==> src/rtl/fp13_pkg.sv <==
// Shared types and constants for the 13-bit sign-magnitude float datapath.
package fp13_pkg;

  localparam int EXP_W = 4;
  localparam int SIG_W = 8;
  localparam logic [EXP_W-1:0] EXP_MAX = 4'hF;

  typedef struct packed {
    logic             sign;
    logic [EXP_W-1:0] exp;
    logic [SIG_W-1:0] sig;
  } fp13_t;

  typedef enum logic [2:0] {
    ST_IDLE  = 3'd0,
    ST_ALIGN = 3'd1,
    ST_ADD   = 3'd2,
    ST_NORM  = 3'd3,
    ST_DONE  = 3'd4
  } fp13_add_state_e;

  // A zero significand has one representation: +0 with exponent 0.
  function automatic fp13_t fp13_canon(input fp13_t x);
    fp13_t r;
    r = x;
    if (x.sig == '0) r = '0;
    return r;
  endfunction

endpackage

==> src/rtl/fp13_lzc.sv <==
// 8-bit leading-zero counter; an all-zero input reports 8.
module fp13_lzc
  import fp13_pkg::*;
(
  input  logic [SIG_W-1:0] val,
  output logic [3:0]       cnt
);

  always_comb begin
    cnt = 4'd8;
    // Scanning upward lets the highest set bit win.
    for (int i = 0; i < SIG_W; i++) begin
      if (val[i]) cnt = 4'(SIG_W - 1 - i);
    end
  end

endmodule

==> src/rtl/fp13_adder.sv <==
// Sequential fp13 adder: align, add/subtract, normalize; valid/ready on both sides.
// Define FP13_ADDER_LZC_EN to normalize in one cycle with a leading-zero count.
module fp13_adder
  import fp13_pkg::*;
(
  input  logic        clk_i,
  input  logic        rst_i,
  input  logic        in_valid_i,
  output logic        in_ready_o,
  input  logic [12:0] a_i,
  input  logic [12:0] b_i,
  output logic        out_valid_o,
  input  logic        out_ready_i,
  output logic [12:0] sum_o,
  output logic        overflow_o
);

  fp13_add_state_e  state;
  fp13_t            big_op, sml_op, result;
  fp13_t            ca, cb;
  logic [SIG_W:0]   sum9;
  logic [EXP_W-1:0] wexp;
  logic             wsign;
  logic             ovf;
  logic [EXP_W-1:0] shift_d;

  logic             norm_done;
  logic             norm_ovf;
  fp13_t            norm_res;
  logic [SIG_W:0]   sum_nx;
  logic [EXP_W-1:0] exp_nx;

  assign ca      = fp13_canon(fp13_t'(a_i));
  assign cb      = fp13_canon(fp13_t'(b_i));
  assign shift_d = big_op.exp - sml_op.exp;

`ifdef FP13_ADDER_LZC_EN
  logic [3:0] lz;

  fp13_lzc u_lzc (
    .val (sum9[SIG_W-1:0]),
    .cnt (lz)
  );
`endif

  always_comb begin
    norm_done = 1'b1;
    norm_ovf  = 1'b0;
    norm_res  = '0;
    sum_nx    = sum9;
    exp_nx    = wexp;
    if (sum9 == '0) begin
      norm_res = '0;
    end else if (sum9[SIG_W]) begin
      if (wexp == EXP_MAX) begin
        norm_res = {wsign, EXP_MAX, 8'hFF};
        norm_ovf = 1'b1;
      end else begin
        norm_res = {wsign, wexp + 4'd1, sum9[SIG_W:1]};
      end
    end else if (sum9[SIG_W-1]) begin
      norm_res = {wsign, wexp, sum9[SIG_W-1:0]};
    end else begin
`ifdef FP13_ADDER_LZC_EN
      // Needing more left shifts than the exponent allows means underflow.
      if (lz > wexp) norm_res = '0;
      else           norm_res = {wsign, wexp - lz, 8'(sum9[SIG_W-1:0] << lz)};
`else
      if (wexp == '0) begin
        norm_res = '0;
      end else begin
        norm_done = 1'b0;
        sum_nx    = {sum9[SIG_W-1:0], 1'b0};
        exp_nx    = wexp - 4'd1;
      end
`endif
    end
  end

  always_ff @(posedge clk_i) begin
    if (rst_i) begin
      state  <= ST_IDLE;
      big_op <= '0;
      sml_op <= '0;
      sum9   <= '0;
      wexp   <= '0;
      wsign  <= 1'b0;
      result <= '0;
      ovf    <= 1'b0;
    end else begin
      case (state)
        ST_IDLE: begin
          if (in_valid_i) begin
            // Ties keep A as the larger operand.
            if ({ca.exp, ca.sig} >= {cb.exp, cb.sig}) begin
              big_op <= ca;
              sml_op <= cb;
            end else begin
              big_op <= cb;
              sml_op <= ca;
            end
            state <= ST_ALIGN;
          end
        end
        ST_ALIGN: begin
          sml_op.sig <= (shift_d >= 4'd8) ? '0 : (sml_op.sig >> shift_d);
          state      <= ST_ADD;
        end
        ST_ADD: begin
          if (big_op.sign == sml_op.sign) sum9 <= {1'b0, big_op.sig} + {1'b0, sml_op.sig};
          else                            sum9 <= {1'b0, big_op.sig} - {1'b0, sml_op.sig};
          wexp  <= big_op.exp;
          wsign <= big_op.sign;
          state <= ST_NORM;
        end
        ST_NORM: begin
          if (norm_done) begin
            result <= norm_res;
            ovf    <= norm_ovf;
            state  <= ST_DONE;
          end else begin
            sum9 <= sum_nx;
            wexp <= exp_nx;
          end
        end
        ST_DONE: begin
          if (out_ready_i) begin
            ovf   <= 1'b0;
            state <= ST_IDLE;
          end
        end
        default: state <= ST_IDLE;
      endcase
    end
  end

  assign in_ready_o  = (state == ST_IDLE);
  assign out_valid_o = (state == ST_DONE);
  assign sum_o       = result;
  assign overflow_o  = ovf;

endmodule

==> config.mk <==
export PLATFORM = sky130hd
export DESIGN_NAME = fp13_adder
export DESIGN_NICKNAME = d
export VERILOG_FILES = /design/src/rtl/fp13_pkg.sv /design/src/rtl/fp13_lzc.sv /design/src/rtl/fp13_adder.sv
export SDC_FILE = /design/constraint.sdc
export NUM_CORES = 1
export LEC_CHECK = 0
export ABC_CLOCK_PERIOD_IN_PS = 3080
export BUFFER_PORTS_ARGS = -buffer_cell sky130_fd_sc_hd__buf_2
export CAP_MARGIN = 0
export CORE_ASPECT_RATIO = 1.1
export CORE_MARGIN = 4
export CORE_UTILIZATION = 45
export DETAILED_ROUTE_END_ITERATION = 12
export PLACE_DENSITY = 0.65
export REMOVE_ABC_BUFFERS = 1
export SLEW_MARGIN = 30
export SYNTH_ARGS = -nofsm -noshare
export SYNTH_HDL_FRONTEND = slang
export SYNTH_HIERARCHICAL = 1
export SYNTH_SLANG_ARGS = --single-unit
export TNS_END_PERCENT = 20
==> constraint.sdc <==
create_clock -name clk_i -period 3.08 [get_ports clk_i]
set_clock_uncertainty 0.2 [all_clocks]
set_input_delay 0.308 -clock clk_i [delete_from_list [all_inputs] [get_ports clk_i]]
set_output_delay 0.308 -clock clk_i [all_outputs]
set_load 0.05 [all_outputs]
* Word level (Yosys, flattened, before mapping)
Index checks and enable logic that the tools add are counted.
** Word-level totals
- Flip-flop bits (word level) :: 57
- Latch bits :: 0
- RAM bits :: 0
- Bits in read-only memories :: 0
- Output and inout bits :: 16
- Memories kept :: 0
** Operators by class
- $add $sub $neg :: 5
- Multiply operators :: 0
- Div/mod/pow operators :: 0
- $lt $le $gt $ge :: 2
- Equal/unequal tests :: 14
- Shift operators :: 1
- Mux-type cells :: 38
- Bitwise gates (word level) :: 0
- Reduce and logical (&&, ||, !) cells :: 16
** Operators by type and width (number)
- $mux 13 :: 7
- $mux 9 :: 4
- $mux 8 :: 4
- $mux 4 :: 5
- $pmux 9 s2 :: 1
- $logic_not 8->1 :: 2
- $pmux 8 s2 :: 1
- $pmux 3 s5 :: 1
- $ne 2x2->1 const B :: 7
- $ge 12x12->1 :: 1
- $mux 12 :: 1
- $add 8x8->9 :: 1
- $logic_not 9->1 :: 1
- $mux 1 :: 9
- $mux 3 :: 3
- $reduce_and 3->1 :: 3
- $sub 8x8->9 :: 1
- $pmux 4 s2 :: 1
- $shr 8x4->8 :: 1
- $eq 3x2->1 const B :: 2
- $reduce_and 2->1 :: 3
- $reduce_and 6->1 :: 1
- $reduce_bool 2->1 :: 3
- $add 4x1->4 const B :: 1
- 12 further kinds :: 12

* Logic depth before layout (Yosys ltp)
- Word-level depth :: 7
- Gate-level depth with buffers :: 13
- Mapped depth without buffers :: 12

* Worst setup path after synthesis
Ideal clock, no wire load.
- Path kind :: register -> register
- Start :: register state[2]
- End :: register big_op[0] (netlist name)
- Library setup time :: 0.086 ns
- Arrival :: 2.540 ns
- Data required time :: 2.794 ns
- Slack :: 0.254 ns
- Stages on the path, launching flop included :: 7
- Period minus slack after synthesis :: 2.826 ns
- Cell sequence :: dfxtp_1 -> nor3_1 -> and2_1 -> clkbuf_1 -> clkbuf_1 -> nor2_1 -> a211oi_1
** Between the ends
- Cells in the longest elaborated chain, start to end :: 2
** Ends and longest elaborated chain
- start, declared :: line fp13_adder.sv:18 : fp13_add_state_e state;
- start signal, assigned :: line fp13_adder.sv:82 : state <= ST_IDLE;
- start signal, assigned :: line fp13_adder.sv:102 : state <= ST_ALIGN;
- start signal, assigned :: line fp13_adder.sv:107 : state <= ST_ADD;
- $logic_not 3->1
- net in_ready_o :: line fp13_adder.sv:9 : output logic in_ready_o,
- $reduce_and 2->1 (no line)
- end signal, assigned :: line fp13_adder.sv:83 : big_op <= '0;
- end signal, assigned :: line fp13_adder.sv:96 : big_op <= ca;
- end signal, assigned :: line fp13_adder.sv:99 : big_op <= cb;
- end, declared :: line fp13_adder.sv:19 : fp13_t big_op, sml_op, result;
The timed path passes the listed nets, and every way through them passes these cells.
A chain may end at the register's enable or synchronous reset.

* Worst setup path after layout
- Start :: register sml_op[1] (netlist name)
- End :: register sum9[6]
** Between the ends
- Cells in the longest elaborated chain, start to end :: 3
- Elaborated cells between the ends (all ways) :: 4
** Ends and longest elaborated chain
- start, declared :: line fp13_adder.sv:19
- $sub 8x8->9 or $add 8x8->9 (tied branches) :: line fp13_adder.sv:111, fp13_adder.sv:110
- $mux 9 * :: line fp13_adder.sv:110 : if (big_op.sign == sml_op.sign) sum9 <= {1'b0, big_op.sig} + {1'b0, sml_op.sig};
- $pmux 9 s2 * :: line fp13_adder.sv:91 : case (state)
- end signal, assigned :: line fp13_adder.sv:110
- end signal, assigned :: line fp13_adder.sv:111 : else sum9 <= {1'b0, big_op.sig} - {1'b0, sml_op.sig};
- end signal, assigned :: line fp13_adder.sv:122 : sum9 <= sum_nx;
- end, declared :: line fp13_adder.sv:21 : logic [SIG_W:0] sum9;
Every way passes the cells marked *; elsewhere a longest branch is shown, timed or not.

==> impl_metrics.py <==
metrics = {
    "drt": {
        "dr.pass1.iters": 4,
        "drc": 0,
        "vias": 3641,
        "first_iter_violations": 135,
        "ant_nets": 0,
        "drt_wl_total_um": 9370,
        "wire_per_inst_um": 14.2,
        "via_per_inst": 5.53,
    },
    "logic_synthesis": {
        "synthArstFlopShare_pct": 0,
        "synth_compound_area_share_pct": 22.9,
        "netlist_area_sq_mm": 0.00405,
        "syn_inst": 510,
        "synth_edf_count": 0,
        "seq_area_frac_synth_pct": 28.2,
        "synth_cell_type_count": 52,
        "ys.warnings.count": 6,
        "synth-xor-area-share_pct": 3.21,
        "synth_top_family_by_area": "compound AO/OA/AOI/OAI gates",
        "synthAdderAreaFrac_pct": 9.02,
        "synth-simple-area-share_pct": 20.3,
        "syn_avg_cell_area_sq_um": 7.94,
        "muxShareOfSynthArea_pct": 10.0,
        "synth-seq-cells": 57,
        "synth-main-ff-cell": "dfxtp_1",
    },
    "global_route": {
        "antenna_found_initial": 0,
        "grt-ovfl-total": 0,
        "grt_pass1_vias": 3394,
        "grt_use_total_pct": 18.3,
        "grt_pass1_wl_um": 15800,
        "grt_max_degree": 36,
    },
    "final_layout": {
        "nets": 597,
        "antennaDiodeCount": 0,
        "drive_gt1_share_pct": 16.5,
        "area_growth_pct": 14.3,
        "fin_area_sq_mm": 0.00463,
    },
    "sta": {
        "fin_crit_sh_pct": 92.0,
        "hold_ws_ns": 0.111,
        "finalHoldViolations": 0,
        "fin_ws_ns": 0.246,
        "min_period_ns": 2.83,
        "rsz0062_at_grt": "no",
        "maxSlewViolCount": 0,
        "max_slew_margin_pct": 52.1,
        "tns_ns": 0,
        "max_clock_freq_mhz": 353,
        "worstMarginPinSlew_ns": 0.716,
        "setup_violations": 0,
    },
    "worst_hold_path": {
        "hold_path.class": "input pin to flip-flop",
        "hold-path-cell-count": 3,
        "hold_start": "b_i[7]",
        "min_to": "sml_op[7]",
    },
    "power": {
        "switching_share_pct": 34.9,
        "vdd_ir_drop_max_mv": 0.259,
        "p_int_mw": 1.88,
        "p_leak_nw": 1.93,
        "powerDensity_mw_per_mm2": 624,
        "p_sw_mw": 1.01,
        "p_seq_share_pct": 31.4,
        "pwr-share-comb_pct": 36.6,
        "clockPowerShare_pct": 32.0,
    },
    "die": {
        "core_sq_mm": 0.00883,
        "row_count": 36,
        "die_h_um": 108,
        "io_pins": 46,
        "start_util_pct": 45.9,
        "dieWidth_um": 98.5,
        "die-area_sq_mm": 0.0106,
    },
    "setup_path": {
        "crit_fanout": 5,
        "reg2reg_depth": 11,
        "critPathArrivalTime_ns": 2.89,
        "timing.rr.end": "sum9[6]",
        "worstSetupPathType": "flip-flop to flip-flop",
        "crit_start": "sml_op[1]",
        "timing.rr.start": "sml_op[1]",
        "cp.required_ns": 3.14,
        "cp-start-kind": "flip-flop",
        "cp-end-kind": "flip-flop",
        "regToRegSetupSlack_ns": 0.25,
    },
    "clocking": {
        "clock_latency_ns": 0.34,
        "cts_buffers": 9,
        "cts_sinks": 57,
        "cts_setup_buffers": 0,
        "cts.htree.levels": 3,
        "cts_tree": "built",
        "cts_root_buf": "clkbuf_8",
        "path_clk_slew_ns": 0.07,
        "cts_buffer_depth": 2,
    },
    "job": {
        "cap_violations": 0,
    },
    "place": {
        "gp_congestion": 0.874,
        "port-buffer-count": 45,
        "dpl_cell_area_sq_mm": 0.00434,
        "post-place-ws_ns": 0.0145,
        "hpwl_um": 7130,
    },
    "outcome": {
        "status": "complete, no violations",
    },
}
[metal layers]
layer / vias to the layer above / routed length [um] / global-route usage (%) / share of wire, %
met5: - / 0 / 0 / 0
met4: 0 / 292 / 7.12 / 3.1
met3: 26 / 398 / 4.34 / 4.2
met2: 80 / 4400 / 31.9 / 47
met1: 1647 / 4280 / 21.7 / 46
li1: 1888 / - / - / -
[state kept, by name (all words and copies together), names as in the netlist]
register,flops
big_op,13
sml_op,13
sum_o,13
sum9,9
wexp,4
state,3
overflow_o,1
wsign,1
[worst max-delay path, stage by stage (launching register included)]
cell      delay (ns)
dfxtp_2         0.37
inv_1           0.08
ha_1            0.27
nand2_1         0.05
o21ai_0         0.15
fa_1            0.46
a21o_1          0.19
a211o_1         0.32
a31oi_2         0.22
xnor2_1         0.14
nand2_1         0.07
a311oi_1        0.24
[synth_stat cells, drive strengths merged (7+ instances only)]
cell type / n / area, sq um
a211oi: 17 / 128
a21o: 17 / 128
a21oi: 38 / 220
a22oi: 12 / 90.1
a311oi: 7 / 61.3
and2: 10 / 65.1
buf: 9 / 61.3
clkbuf: 28 / 105
dfxtp: 57 / 1140
ha: 26 / 325
inv: 25 / 93.8
mux2i: 36 / 360
nand2: 51 / 191
nand3: 17 / 85.1
nor2: 51 / 191
nor3: 12 / 60.1
o21ai: 20 / 100
xnor2: 10 / 95.1
[through the flow]
stage	std cells	util (%)	power (mW)
6_report	658	52.5	2.89
5_1_grt	658	52.5	3.08
4_1_cts	658	52.2	2.89
3_5_place_dp	641	49.1	1.96
3_3_place_gp	641	49.1	1.93
2_1_floorplan	473	-	1.71
[power groups by stage]
stage | Combinational [mW] | Clock (mW) | Sequential (mW)
after floorplan | 0.808 | 0 | 0.900
after global placement | 1.01 | 0 | 0.915
after detailed placement | 1.04 | 0 | 0.918
after CTS | 1.05 | 0.935 | 0.902
after global routing | 1.19 | 0.967 | 0.920
final | 1.06 | 0.926 | 0.908
[how the worst max path moves through the flow]
stage,to,cells past startpoint,slack [ns]
after floorplan,big_op[0],8,-1.61
after global placement,sum9[6],9,0.13
after detailed placement,big_op[10],12,0.01
after CTS,sum9[6],9,0.01
after global routing,sum9[6],9,0.009
final,sum9[6],11,0.25
[repair_timing]
item / CTS / global route
hold buffers: 1 / 0
endpoints found under the hold margin: 1 / 0
setup endpoints to repair: 0 / 4
resized for setup: 0 / 4
[kinds of logic (layout without fill, tap and decap cells)]
family,count (synthesis),after routing
adder cells (fa/ha/maj),28,28
XOR/XNOR,14,14
AND/OR/NAND/NOR,175,175
AO/OA/AOI/OAI,135,135
flip-flops,57,57
buffers and inverters,62,96
multiplexers,39,39
[cell usage in the layout (no fill, tap or decap), types with 7 or more instances in the layout]
cell type | Yosys | layout
a21oi_2 | 8 | 8
dfxtp_1 | 57 | 56
nand3_1 | 17 | 17
a21oi_1 | 30 | 30
inv_1 | 25 | 25
a22oi_1 | 12 | 12
clkbuf_8 | 0 | 9
buf_4 | 0 | 8
o21ai_0 | 20 | 19
a311oi_1 | 7 | 7
nor3_1 | 12 | 12
nand2_1 | 51 | 51
a211oi_1 | 17 | 17
buf_2 | 4 | 45
xnor2_1 | 9 | 9
ha_1 | 26 | 26
mux2i_1 | 36 | 36
nor2_1 | 51 | 51
and2_1 | 9 | 9
a21o_1 | 17 | 17
[area by class of cell]
type	instances	area [sq um]
Clock buffer	10	128
Clock inverter	6	130
Fill cell	894	4200
Inverter	25	93.8
Multi-Input combinational cell	391	2680
Sequential cell	57	1140
Tap cell	114	143
Timing Repair Buffer	55	315
(Power assumes the default switching activity.)
